[src/rtl/logicnets_pkg.sv]
// Constants and helpers shared by the LogicNets stream adapters and the
// layer-1 neuron generator.
package logicnets_pkg;

  localparam int DEF_NUM_FEATURES = 16;
  localparam int DEF_IN_BITS      = 2;

  // Bit offset of feature k inside a packed frame.
  function automatic int feat_offset(input int k, input int bits);
    return k * bits;
  endfunction

endpackage

[src/rtl/logicnets_input_packer.sv]
// Packs a stream of quantized features, one per beat, into a registered wide
// frame that feeds the layer-1 neuron LUT inputs.
module logicnets_input_packer
  import logicnets_pkg::*;
#(
  parameter int NUM_FEATURES = DEF_NUM_FEATURES,
  parameter int IN_BITS      = DEF_IN_BITS,
  parameter int CNT_W        = $clog2(NUM_FEATURES)
) (
  input  logic                            clk,
  input  logic                            rst,
  input  logic [IN_BITS-1:0]              s_data,
  input  logic                            s_valid,
  input  logic                            s_last,
  output logic                            s_ready,
  output logic [NUM_FEATURES*IN_BITS-1:0] m_data,
  output logic                            m_valid,
  input  logic                            m_ready,
  output logic                            frame_err
);

  localparam int               FRAME_W  = NUM_FEATURES * IN_BITS;
  localparam logic [CNT_W-1:0] LAST_IDX = CNT_W'(NUM_FEATURES - 1);

  logic [CNT_W-1:0]   idx;
  logic [FRAME_W-1:0] acc;
  logic [FRAME_W-1:0] acc_next;
  logic               at_last;
  logic               accept;
  logic               complete;
  logic               early_last;
  logic               missing_last;

  // Handshakes: a transfer happens on a rising edge where valid && ready.
  // Valid never waits on ready; s_ready depends combinationally on m_ready,
  // and only the completing beat can be stalled, when the held frame has
  // not yet been taken.
  assign at_last      = (idx == LAST_IDX);
  assign s_ready      = !(at_last && m_valid && !m_ready);
  assign accept       = s_valid && s_ready;
  assign complete     = accept && at_last;
  assign early_last   = accept && s_last && !at_last;
  assign missing_last = complete && !s_last;

  always_comb begin
    acc_next = acc;
    acc_next[feat_offset(int'(idx), IN_BITS) +: IN_BITS] = s_data;
  end

  always_ff @(posedge clk or posedge rst) begin
    if (rst) begin
      idx       <= '0;
      acc       <= '0;
      m_data    <= '0;
      m_valid   <= 1'b0;
      frame_err <= 1'b0;
    end else begin
      frame_err <= early_last || missing_last;
      if (accept) begin
        if (complete || early_last) begin
          idx <= '0;
          acc <= '0;
        end else begin
          idx <= idx + CNT_W'(1);
          acc <= acc_next;
        end
      end
      // A completing frame replaces the one being taken this cycle, so a
      // back-to-back frame leaves m_valid high with no bubble.
      if (complete) begin
        m_data  <= acc_next;
        m_valid <= 1'b1;
      end else if (m_ready) begin
        m_valid <= 1'b0;
      end
    end
  end

endmodule

[config.mk]
export PLATFORM = sky130hd
export DESIGN_NAME = logicnets_input_packer
export DESIGN_NICKNAME = d
export VERILOG_FILES = /design/src/rtl/logicnets_pkg.sv /design/src/rtl/logicnets_input_packer.sv
export SDC_FILE = /design/constraint.sdc
export NUM_CORES = 1
export LEC_CHECK = 0
export CORE_ASPECT_RATIO = 0.6
export CORE_MARGIN = 2
export CORE_UTILIZATION = 56
export DETAILED_ROUTE_END_ITERATION = 8
export PLACE_DENSITY = 0.8
export SYNTH_ARGS = -nofsm -noshare
export SYNTH_HDL_FRONTEND = slang
export SYNTH_SLANG_ARGS = --single-unit
[constraint.sdc]
create_clock -name clk -period 2.9 [get_ports clk]
set_input_delay 0.435 -clock clk [delete_from_list [all_inputs] [get_ports clk]]
set_output_delay 0.435 -clock clk [all_outputs]
set_load 0.01 [all_outputs]
Word-level counts from Yosys, hierarchy flattened. Index checks and enable logic that the tools add are counted.

Register bits after elaboration: 70. Latch bits: 0. Memory bits (writable): 0. Memory bits (read-only): 0. Bits of input ports: 7. Output and inout bits: 35. Logic and storage cells: 29. Memories kept: 0.

Add/subtract/negate cells: 2. Multipliers: 0. Div/mod/pow operators: 0. $lt $le $gt $ge: 0. Eq/ne operators: 1. Shift-type cells: 2. Mux-type cells: 5. Bitwise gates (word level): 0. Reductions and logical operators: 14.

Operators by type and width (count): $neg 5->33 (1); $shift 2x33->32 const A (1); $shiftx 2x33->32 (1); $bwmux 32 (1); $mux 32 (1); $logic_and 1x1->1 (7); $add 4x1->4 const B (1); $eq 4x4->1 const B (1); $logic_not 1->1 (4); $mux 4 (1); $logic_or 1x1->1 (2); $mux 1 (2); $reduce_bool 2->1 (1).

Logic depth before layout (Yosys ltp).
Word-level depth: 9. Mapped depth: 8. Mapped depth without buffers: 6.

Least setup slack after synthesis. Ideal clock, no wire load.

Path kind: reg2reg. From: reg idx[0]. To: reg m_data[24]. Library setup time: 126 ps. Data arrival time: 2083 ps. Required time: 2774 ps. Slack: 691 ps. Cell stages (with the launch flop): 8. Clock period less this slack: 2209 ps. Cell sequence: dfrtp_1 -> buf_2 -> inv_1 -> ha_1 -> or3_1 -> a2111oi_4 -> mux2i_1 -> a21oi_1.

Cells in the longest elaborated chain, start to end: 6.

RTL lines: start: declaration (RTL line logicnets_input_packer.sv:25) `logic [CNT_W-1:0] idx;`; start signal: assignment (RTL line logicnets_input_packer.sv:64) `idx <= idx + CNT_W'(1);`; branches (longest 6 deep; another with $neg 5->33); end signal: assignment (RTL line logicnets_input_packer.sv:71) `m_data <= acc_next;`; end: declaration (RTL line logicnets_input_packer.sv:16) `output logic [NUM_FEATURES*IN_BITS-1:0] m_data,`.

Parallel ways; which one is timed is not known. A chain may end at the register's enable or synchronous reset.

Worst setup path after layout.
From: reg idx[0]. To: out s_ready.

Cells in the longest elaborated chain, start to end: 4.

RTL lines: $eq 4x4->1 (RTL line logicnets_input_packer.sv:38) `assign at_last = (idx == LAST_IDX);`; $logic_and 1x1->1 (2 in series) (RTL line logicnets_input_packer.sv:39) `assign s_ready = !(at_last && m_valid && !m_ready);`; $logic_not 1->1 (RTL line logicnets_input_packer.sv:39); end: declaration (RTL line logicnets_input_packer.sv:15) `output logic s_ready,`.

No other way between the ends.

==> impl_metrics.prom <==
# TYPE chip_impl_metric gauge
chip_impl_info{name="status",value="finished clean"} 1
chip_impl_metric{name="report.final.slew_viol_count",unit=""} 0
chip_impl_metric{name="routed_via_density",unit=""} 5.987
chip_impl_metric{name="switching_share",unit="%"} 34.15
chip_impl_info{name="rsz0062_at_grt",value="false"} 1
chip_impl_metric{name="half_perimeter_wire_length_after_detailed_placement",unit="mm"} 5.835
chip_impl_metric{name="power.sequential.fraction",unit="%"} 45.8
chip_impl_metric{name="hold_violations",unit=""} 0
chip_impl_metric{name="drc",unit=""} 0
chip_impl_metric{name="total_setup_violations_reported_at_the_end_of_the_flow",unit=""} 0
chip_impl_metric{name="initial_standard_cell_utilization_of_the_core",unit="%"} 58.15
chip_impl_info{name="holdCritPathClass",value="input port to async pin"} 1
chip_impl_info{name="busiest_layer_in_global_routing",value="met1"} 1
chip_impl_metric{name="clkLatencyLatePin",unit="ns"} 0.35
chip_impl_metric{name="final_layout_size_suffix_gt1_share",unit="%"} 11.28
chip_impl_metric{name="power.internal",unit="mW"} 1.553
chip_impl_metric{name="area_growth_syn_to_layout",unit="%"} 18.61
chip_impl_metric{name="met1_track_demand_over_resource_in_global_routing",unit="%"} 39.39
chip_impl_metric{name="power.total",unit="mW"} 2.358
chip_impl_metric{name="timing.final.crit_period",unit="ns"} 2.672
chip_impl_metric{name="filler_cell_count",unit=""} 460
chip_impl_metric{name="avgSynthCellArea",unit="µm²"} 10.41
chip_impl_metric{name="yosysSeqAreaShare",unit="%"} 49.07
chip_impl_metric{name="syn_nets",unit=""} 355
chip_impl_metric{name="clockBufferDepth",unit=""} 2
chip_impl_info{name="tritoncts",value="built"} 1
chip_impl_metric{name="routed-via-count",unit=""} 2838
chip_impl_metric{name="timing.setup.tns",unit="ns"} 0
chip_impl_metric{name="worstPathRequired",unit="ns"} 2.47
chip_impl_metric{name="first_pass_iters",unit=""} 4
chip_impl_metric{name="fp.dieArea",unit="µm²"} 7050
chip_impl_metric{name="clk_transition_reported_paths",unit="ns"} 0.07
chip_impl_metric{name="antenna_cells_inserted",unit=""} 0
chip_impl_metric{name="num_ports",unit=""} 42
chip_impl_metric{name="max_cap_viol_count",unit=""} 0
chip_impl_metric{name="clock_skew",unit="ns"} 0.007646
chip_impl_metric{name="finish.net_count",unit=""} 397
chip_impl_metric{name="first_global_vias",unit=""} 2857
chip_impl_metric{name="power.clock.fraction",unit="%"} 30.0
chip_impl_info{name="yosysMostFrequentCell",value="dfrtp_1"} 1
chip_impl_info{name="startpoint_type",value="register"} 1
chip_impl_info{name="synth_largest_area_cell",value="dfrtp_1"} 1
chip_impl_metric{name="netlist-cell-type-count",unit=""} 49
chip_impl_metric{name="drtAntennaViolNets",unit=""} 0
chip_impl_metric{name="max-slew-margin-rel",unit="%"} 48.94
chip_impl_metric{name="power-per-cell-area",unit="nW/µm²"} 556.9
chip_impl_metric{name="use_met3",unit="%"} 8.177
chip_impl_info{name="critical_path_class",value="register to output pin"} 1
chip_impl_info{name="cts_root_buffer",value="clkbuf_8"} 1
chip_impl_metric{name="die_y",unit="µm"} 65.85
chip_impl_info{name="synth.cells.most_frequent",value="70 x dfrtp_1, 35 x nand2_1, 24 x o2bb2ai_1, 22 x nor2_1, 19 x mux2i_1"} 1
chip_impl_metric{name="ctsHoldBuffers",unit=""} 0
chip_impl_metric{name="io_buffers",unit=""} 41
chip_impl_metric{name="tightestPinTransition",unit="ns"} 0.7590
chip_impl_metric{name="antenna_violations_before_repair",unit=""} 0
chip_impl_metric{name="drt_wl_total",unit="mm"} 8.469
chip_impl_metric{name="multiInputGateArea",unit="µm²"} 1655
chip_impl_metric{name="post_layout_nonfiller_instances",unit=""} 474
chip_impl_metric{name="synth_seq_cells",unit=""} 70
chip_impl_metric{name="detail_route.iter0.violations",unit=""} 234
chip_impl_metric{name="synth_enable_flop_cells",unit=""} 0
chip_impl_metric{name="post_cts_resized",unit=""} 0
chip_impl_metric{name="grt_overflow_total",unit=""} 0
chip_impl_metric{name="dp_cells",unit=""} 458
chip_impl_metric{name="ys_async_sr_fraction",unit="%"} 100.0
chip_impl_metric{name="die_w",unit="µm"} 107.1
chip_impl_metric{name="post_detailed_route_wirelength_per_cell",unit="µm"} 17.87
chip_impl_metric{name="post-cts-setup-buffers",unit=""} 0
chip_impl_metric{name="cellLeakagePower",unit="nW"} 1.804
chip_impl_metric{name="final_design_area_no_fill",unit="µm²"} 4234
chip_impl_metric{name="pre_cts_slack",unit="ns"} 0.3721
chip_impl_metric{name="critical_path_peak_fanout",unit=""} 15
chip_impl_metric{name="final-seq-area",unit="µm²"} 1752
chip_impl_metric{name="grt_pass1_wl",unit="mm"} 14.43
chip_impl_metric{name="synthesis.area",unit="µm²"} 3570
chip_impl_metric{name="global_route_usage_sum",unit="%"} 26.86
chip_impl_info{name="synth.area.top_cells",value="dfrtp_1 49%, o2bb2ai_1 5.9%, mux2i_1 5.3%"} 1
chip_impl_metric{name="row_count",unit=""} 22
chip_impl_metric{name="coreArea",unit="µm²"} 6138
chip_impl_metric{name="post-route-worst-setup-slack",unit="ns"} 0.2277
chip_impl_info{name="top_flip_flop_cell_by_instance_count_after_synthesis",value="dfrtp_1"} 1
chip_impl_metric{name="grt_start_max_net_pins",unit=""} 35
chip_impl_metric{name="place.gp.congestion",unit=""} 0.8807
chip_impl_metric{name="yosys.area.top_type_share",unit="%"} 49.07
chip_impl_metric{name="ys_warn_count",unit=""} 0
chip_impl_metric{name="finalCritPeriodShare",unit="%"} 92.15
chip_impl_metric{name="postSynthCellCount",unit=""} 343
chip_impl_metric{name="switching_pwr",unit="µW"} 805.3
chip_impl_metric{name="placed_area",unit="µm²"} 4059
chip_impl_metric{name="grt_use_met2",unit="%"} 37.10
chip_impl_metric{name="tritoncts.num_buffers",unit=""} 9
chip_impl_metric{name="maxClockFrequency",unit="MHz"} 374.2
chip_impl_metric{name="cts_num_sinks",unit=""} 70
chip_impl_metric{name="p_comb_share",unit="%"} 24.2
chip_impl_metric{name="ir_worst_vdd",unit="mV"} 0.3334
chip_impl_metric{name="htree_num_levels",unit=""} 3
chip_impl_metric{name="worstPathArrival",unit="ns"} 2.24
chip_impl_info{name="critical_path.endpoint_type",value="output pin"} 1
## cell usage in the layout (no fill, tap or decap), types with 10 or more instances in the layout
master | netlist | layout
dfrtp_1 | 70 | 70
clkdlybuf4s50_1 | 0 | 41
nand2_1 | 35 | 35
o2bb2ai_1 | 24 | 24
nor2_1 | 22 | 22
mux2i_1 | 19 | 19
nand3_1 | 18 | 18
o21ai_0 | 17 | 17
a21oi_1 | 14 | 14
buf_4 | 2 | 11
o211ai_1 | 10 | 10
clkbuf_8 | 0 | 10
## metal layers
metal  vias to the layer above  part of all wire [%]
met5                         -                     0
met4                         0                   1.7
met3                        18                   7.6
met2                       118                    42
met1                      1347                    48
li1                       1355                     -
## registers in the layout, indices dropped and copies added, names as in the netlist
name	count
m_data	32
frame_err	1
m_valid	1
idx	4
acc	32
## stage by stage
stage / utilization (%) / hold WS, ns
finish: 68.98 / 0.4342
global route: 68.98 / 0.4904
CTS: 68.98 / 0.4430
detailed placement: 66.12 / 0.4731
global placement: 66.12 / 0.4612
floorplan: - / 0.4554
## cells by family (layout without fill, tap and decap cells)
| kind of cell | Yosys count | after routing | share of synthesized area, % |
|---|---|---|---|
| buf+inv | 31 | 78 | 4.556 |
| simple gates | 109 | 109 | 15.39 |
| flops | 70 | 70 | 49.07 |
| mux | 19 | 19 | 5.328 |
| compound gates | 106 | 106 | 22.96 |
| xor+xnor | 3 | 3 | 0.9466 |
| fa+ha+maj | 5 | 5 | 1.753 |
## power groups by stage
| stage | Combinational, mW | Clock (mW) | Sequential, mW |
|---|---|---|---|
| after CTS | 0.564 | 0.715 | 1.08 |
| final | 0.572 | 0.707 | 1.08 |
| after global placement | 0.545 | 0 | 1.09 |
| after detailed placement | 0.559 | 0 | 1.09 |
| after floorplan | 0.407 | 0 | 1.08 |
| after global routing | 0.620 | 0.771 | 1.09 |
## worst max-delay path, stage by stage (launching register included)
cell and delay, ns:
dfrtp_1 0.62, ha_1 0.31, and3_1 0.36, nand2_1 0.11, clkdlybuf4s50_1 0.49
## cell type report
class | instances | share of cell area (%)
sequential | 70 | 41.37
tap | 84 | 2.482
timing repair buffer | 53 | 12.12
clock inverter | 6 | 0.8865
multi-input combinational | 242 | 39.10
clock buffer | 10 | 3.251
inverter | 9 | 0.7979
## final timing paths
check / slack [ns] / to / startpoint / cells after the start
worst max-delay path: 0.23 / s_ready / idx[0] / 4
worst min-delay path: 0.43 / m_data[29] / rst / 2
worst max register to register: 0.33 / acc[0] / idx[0] / 6
worst min register to register: 0.49 / m_data[2] / m_data[2] / 2
max in group asynchronous: 1.88 / idx[0] / rst / 3
min in group clk: 0.49 / m_data[2] / m_data[2] / 2
(Power assumes the default switching activity.)
